===== config.mk =====
export PLATFORM = sky130hd
export DESIGN_NAME = filtb_mc
export DESIGN_NICKNAME = d
export VERILOG_FILES = /design/src/rtl/filtb_mc.sv
export SDC_FILE = /design/constraint.sdc
export NUM_CORES = 1
export LEC_CHECK = 0
export ABC_AREA = 1
export BUFFER_PORTS_ARGS = -buffer_cell sky130_fd_sc_hd__buf_2
export CAP_MARGIN = 20
export CORE_MARGIN = 10
export CORE_UTILIZATION = 35
export CTS_CLUSTER_DIAMETER = 120
export DETAILED_ROUTE_END_ITERATION = 6
export PLACE_DENSITY = 0.48
export SKIP_CTS_REPAIR_TIMING = 1
export SLEW_MARGIN = 5
export SYNTH_ARGS = -nofsm -noshare
export SYNTH_HDL_FRONTEND = slang
export SYNTH_SLANG_ARGS = --single-unit

===== constraint.sdc =====
create_clock -name clk -period 4.2 [get_ports clk]
set_input_delay 1.05 -clock clk [delete_from_list [all_inputs] [get_ports clk]]
set_output_delay 1.05 -clock clk [all_outputs]
set_load 0.01 [all_outputs]

===== src/rtl/filtb_mc.sv =====
// Multi-channel pipelined long-term magnitude filter: DMLP = DML + ((FI<<FI_SHIFT) - DML) >>> LPF_SHIFT.
// Define FILTB_MC_FWD_EN to forward same-channel results instead of inserting a one-cycle bubble.
module filtb_mc #(
    parameter int unsigned NUM_CH    = 4,
    parameter int unsigned CH_W      = 2,
    parameter int unsigned FI_W      = 3,
    parameter int unsigned DML_W     = 14,
    parameter int unsigned FI_SHIFT  = 11,
    parameter int unsigned LPF_SHIFT = 7
) (
    input  logic             clk,
    input  logic             reset,
    input  logic             in_valid,
    output logic             in_ready,
    input  logic [CH_W-1:0]  in_ch,
    input  logic [FI_W-1:0]  in_fi,
    output logic             out_valid,
    input  logic             out_ready,
    output logic [CH_W-1:0]  out_ch,
    output logic [DML_W-1:0] out_dml,
    input  logic             clr,
    input  logic [CH_W-1:0]  clr_ch
);

    localparam int unsigned D = DML_W + 1;

    logic [DML_W-1:0] state_q [NUM_CH];

    logic             s1_valid_q;
    logic [CH_W-1:0]  s1_ch_q;
    logic [FI_W-1:0]  s1_fi_q;
    logic [DML_W-1:0] s1_dml_q;

    logic             out_valid_q;
    logic [CH_W-1:0]  out_ch_q;
    logic [DML_W-1:0] out_dml_q;

    logic             s1_adv;
    logic             hazard;
    logic             accept;
    logic             in_ch_ok;
    logic [D-1:0]     fi_sh;
    logic [D-1:0]     dif;
    logic [D-1:0]     dif_sh;
    logic [DML_W-1:0] dmlp;
    logic [DML_W-1:0] rd_dml;

    // Filter arithmetic on the S1 contents; dif is a signed D-bit difference.
    always_comb begin
        fi_sh  = D'(s1_fi_q) << FI_SHIFT;
        dif    = fi_sh - {1'b0, s1_dml_q};
        dif_sh = $signed(dif) >>> LPF_SHIFT;
        dmlp   = DML_W'({1'b0, s1_dml_q} + dif_sh);
    end

    always_comb begin
        s1_adv   = s1_valid_q && (!out_valid_q || out_ready);
`ifdef FILTB_MC_FWD_EN
        hazard   = 1'b0;
`else
        // Without forwarding, a same-channel sample waits until S1 has written back.
        hazard   = s1_valid_q && (in_ch == s1_ch_q);
`endif
        in_ready = (!s1_valid_q || s1_adv) && !hazard;
        accept   = in_valid && in_ready;
        in_ch_ok = 32'(in_ch) < NUM_CH;
    end

    // State read for the incoming sample; a same-edge clear forces zero.
    always_comb begin
        rd_dml = '0;
        if (in_ch_ok) begin
            rd_dml = state_q[in_ch];
        end
`ifdef FILTB_MC_FWD_EN
        if (s1_adv && (32'(s1_ch_q) < NUM_CH) && (s1_ch_q == in_ch)) begin
            rd_dml = dmlp;
        end
`endif
        if (clr && (clr_ch == in_ch)) begin
            rd_dml = '0;
        end
    end

    // Out-of-range channels never match an index, so they neither write back nor clear.
    always_ff @(posedge clk or posedge reset) begin
        if (reset) begin
            for (int k = 0; k < NUM_CH; k++) begin
                state_q[k] <= '0;
            end
        end else begin
            for (int k = 0; k < NUM_CH; k++) begin
                if (clr && (clr_ch == CH_W'(k))) begin
                    state_q[k] <= '0;
                end else if (s1_adv && (s1_ch_q == CH_W'(k))) begin
                    state_q[k] <= dmlp;
                end
            end
        end
    end

    always_ff @(posedge clk or posedge reset) begin
        if (reset) begin
            s1_valid_q  <= 1'b0;
            s1_ch_q     <= '0;
            s1_fi_q     <= '0;
            s1_dml_q    <= '0;
            out_valid_q <= 1'b0;
            out_ch_q    <= '0;
            out_dml_q   <= '0;
        end else begin
            if (accept) begin
                s1_valid_q <= 1'b1;
                s1_ch_q    <= in_ch;
                s1_fi_q    <= in_fi;
                s1_dml_q   <= rd_dml;
            end else if (s1_adv) begin
                s1_valid_q <= 1'b0;
            end
            if (s1_adv) begin
                out_valid_q <= 1'b1;
                out_ch_q    <= s1_ch_q;
                out_dml_q   <= dmlp;
            end else if (out_ready) begin
                out_valid_q <= 1'b0;
            end
        end
    end

    assign out_valid = out_valid_q;
    assign out_ch    = out_ch_q;
    assign out_dml   = out_dml_q;

endmodule

Word level (Yosys, flattened, before mapping)
Index checks and enable logic that the tools add are counted.

Logic and storage cells: 65. Latch bits: 0. ROM bits: 0. Memories: 0. Register bits after elaboration: 93. Bits of input ports: 12. Bits in writable memories: 0.

Reduce and logical (&&, ||, !) cells: 26. Bitwise gates (word level): 1. Div/mod/pow operators: 0. $lt $le $gt $ge: 1. Eq/ne operators: 8. Mux-type cells: 16. Shift-type cells: 0. Multipliers: 0. Add/sub/neg operators: 2.

Operators by type and width (number): $mux W14 (11); $bmux W14 S2 (1); $sub A14 B14 Y15 (1); $add A14 B14 Y14 (1); $logic_and A1 B1 Y1 (13); $reduce_bool A2 Y1 (6); $eq A2 B2 Y1 const B (4); $eq A2 B1 Y1 const B (2); $eq A2 B2 Y1 (2); $logic_not A2 Y1 (2); $mux W1 (4); $ge A3 B3 Y1 const B (1); $logic_not A1 Y1 (3); $not A2 Y3 (1); $logic_or A1 B1 Y1 (2).

Logic depth before layout (Yosys ltp)
Word-level depth: 7. Gate-level depth with buffers: 20. Depth with buffers taken out: 20.

Least setup slack after synthesis
OpenSTA, ideal clock, no wires.

Kind: input -> output. Start: input port in_ch[0]. End: output port in_ready. Stages: 4. Arrival: 1.581 ns. Buffers on the path: 1. Setup slack: 1.569 ns. Cell sequence: buf_4 xor2_1 o21ai_1 nand2_2.

Word-level cells in the longest chain between the ends: 4.

RTL lines: from (decl) (RTL line 15) `input logic [CH_W-1:0] in_ch,`; $eq A2 B2 Y1 (RTL line 62) `hazard = s1_valid_q && (in_ch == s1_ch_q);`; $logic_and A1 B1 Y1 (RTL line 62); $logic_not A1 Y1 (RTL line 64) `in_ready = (!s1_valid_q || s1_adv) && !hazard;`; $logic_and A1 B1 Y1 (RTL line 64); to (decl) (RTL line 14) `output logic in_ready,`.

Every way passes these cells.

Worst setup path after layout
Start: register s1_dml_q[11]. End: register out_dml_q[7], in the netlist out_dml[7].

Word-level cells in the longest chain between the ends: 2.

RTL lines: from (decl) (RTL line 32) `logic [DML_W-1:0] s1_dml_q;`; from (signal assigned) (RTL line 116) `s1_dml_q <= rd_dml;`; $sub A14 B14 Y15 (RTL line 51) `dif = fi_sh - {1'b0, s1_dml_q};`; $add A14 B14 Y14 (RTL line 53) `dmlp = DML_W'({1'b0, s1_dml_q} + dif_sh);`; to (signal assigned) (RTL line 123) `out_dml_q <= dmlp;`; to (decl) (RTL line 36) `logic [DML_W-1:0] out_dml_q;`.

Every way passes these cells. A chain may end at the register's enable or synchronous reset.

==> flow_summary.toml <==
[sta]
period_needed_ps = 3170
max_freq_mhz = 315
finalCritPeriodShare = 0.755
setup_viol = 0
maxSlewHeadroom = 0.426
fin_worst_skew_ps = 9.96
rsz0062_at_grt = "no"
hold_viol = 0
finalMaxSlewViolations = 0
worst_pin_slew_ps = 861
tns_ps = 0
worst_hold_slack_ps = 480

[worst_setup_path]
arrival_ps = 3370
path_class = "reg2reg"
reg2reg_depth = 15
reg2reg_slack_ps = 1030
r2r-start = "s1_dml_q[11]"
end_kind = "flip-flop"
path_max_fanout = 5
worstPathRequired_ps = 4400
r2r_end = "out_dml[7]"
startpoint_type = "flip-flop"

[place]
dpl.hpwl_um = 10600
place_inst = 843
place_congestion = 0.845
portBuffers = 29

[die]
die_area_sq_um = 20000
initial_core_util = 0.357
io_pins = 30
die_y_um = 141
fp.coreArea_sq_um = 14500
die_x_um = 141
num_rows = 44

[flow_run]
maxCapViolations = 0

[layout]
finalNonFillerCells = 859
multiInputGateArea_sq_um = 2440
layout.area.seq_sq_um = 2330
final_common_cell = "nand2_1"
antenna_cells = 0
drive_above_1_share = 0.105
nNetsFinal = 700
syn2layout_area_growth_pct = 10.6
fillers = 1498
final_cell_mix = "nand2_1, dfrtp_1, inv_1, o21ai_0, nand3_1"

[global_routing]
track_usage = 0.146
grt-ovfl-total = 0
grt_pass1_vias = 4265
grt_pass1_wl_um = 23300
antenna_found_initial = 0
grt_max_degree = 67

[logic_synthesis]
ys_seq_elements = 93
ys.warnings.count = 0
syn_nets = 676
syn_area_per_cell_sq_um = 7.99
synthCells = 646
synthArstFlopShare = 1.00
synth_enable_flop_cells = 0
synth-main-ff-cell = "dfrtp_1"
netlist_area_sq_um = 5160
seq_area_frac_synth = 0.451
synth_cell_type_count = 38

[worst_hold_path]
hp-start = "state_q[50]"
hp-class = "reg2reg"
whs_path_depth = 2
holdPathEnd = "state_q[50]"

[detailed_routing]
drt_first_pass_iters = 5
wl_met2_um = 6520
vias_per_cell = 5.18
antenna_left = 0
wl_per_cell_um = 16.8
met1_length_um = 7110
drt-initial-drc-count = 323
drc = 0
highest_layer = "met4"
totalWireLength_um = 14400
vias = 4449
wl_met3_um = 596

[power_and_ir_drop]
seqPwrFrac = 0.306
p_switching_mw = 2.38
comb_power_share = 0.531
p_sw_frac = 0.488
p_clk_frac = 0.163
ir_drop_mv = 0.288
powerDensity_nw_per_um2 = 855
power_leakage_nw = 2.86
p_int_mw = 2.50

[clock_tree]
clk_latency_ps = 350
h-tree-depth = 3
cts_tree = "built"
cts.sinks = 93
ctsRootBufferMaster = "clkbuf_16"
cts_buffer_depth = 2
clkTransAtPathRegs_ps = 70
cts_made_buffers = 9

[run_status]
status = "complete, no violations"
==> metal layers <==
layer,track usage,vias to the layer above
li1,-,2178
met1,0.205,2158
met2,0.223,99
met3,0.0224,14
met4,0.0506,0
met5,0,-
==> cells in the mapped netlist, types with 7 or more instances <==
master    instances  area [sq um]
a21oi_1          15          75.1
buf_6             7          78.8
dfrtp_1          93          2330
ha_1             17           213
inv_1            61           229
nand2_1         195           732
nand3_1          54           270
nand3b_1         11          82.6
nor2_1           35           131
o211ai_1          8          60.1
o21ai_0          60           300
o21ai_1          11          55.1
o22ai_1          16           100
xor2_1            7          61.3
==> worst max-delay path by stage <==
stage / startpoint / end / slack [ps] / cells past startpoint
after global placement: in_ch[1] / in_ready / 1190 / 5
after detailed placement: s1_dml_q[11] / state_q[35] / 1180 / 15
after floorplan: reset / out_ch[0] / 730 / 1
final: s1_dml_q[11] / out_dml[7] / 1030 / 15
after CTS: s1_dml_q[11] / out_dml[7] / 1130 / 15
after global routing: s1_dml_q[2] / out_dml[7] / 850 / 15
==> worst max-delay path, cell delays in order (launching register included) <==
cell and delay (ps):
dfrtp_1 430, inv_1 70, ha_1 300, nand2_1 80
nand3b_1 190, nand2_1 110, nand2_1 50, nand2_1 60
xor2_1 270, ha_1 310, nand2_1 130, inv_1 60
a21oi_1 160, nand2_1 110, xor2_1 530, o21ai_0 170
==> cell families after synthesis <==
family	Yosys count	synth area share
adders and majority gates	18	0.0451
xor gates and xnor gates	11	0.0187
buffers and inverters	86	0.0756
AOI/OAI and AO/OA	123	0.137
DFF	93	0.451
and+or+nand+nor	315	0.273
==> power groups by stage <==
stage	clock [mW]	combinational, mW	sequential, mW
finish	0.797	2.59	1.49
global route	0.861	2.92	1.53
CTS	0.815	2.58	1.49
detailed placement	0	2.56	1.50
global placement	0	2.53	1.50
floorplan	0	1.80	1.46
==> metrics by stage <==
step / power [mW] / utilization / worst slack [ps] / area, sq um
after global placement: 4.03 / 0.375 / 1190 / 5420
after floorplan: 3.26 / - / 730 / 5160
after detailed placement: 4.07 / 0.375 / 1180 / 5420
final: 4.88 / 0.394 / 1030 / 5710
after global routing: 5.31 / 0.394 / 851 / 5710
after CTS: 4.89 / 0.394 / 1130 / 5710
==> final cells by class <==
class,count,share of cell area
inverters,67,0.0445
repair buffers,32,0.0294
well taps,184,0.0403
clock buffers,11,0.0443
multi-input cells,467,0.428
flip-flops and latches,93,0.408
clock inverters,5,0.00592
==> flip-flops by register name (all words and copies together), names as in the netlist <==
| name | count |
|---|---|
| s1_ch_q | 2 |
| state_q | 56 |
| out_valid | 1 |
| s1_dml_q | 14 |
| s1_fi_q | 3 |
| out_ch | 2 |
| out_dml | 14 |
| s1_valid_q | 1 |
Note: power is estimated with default switching activity, not from simulation.
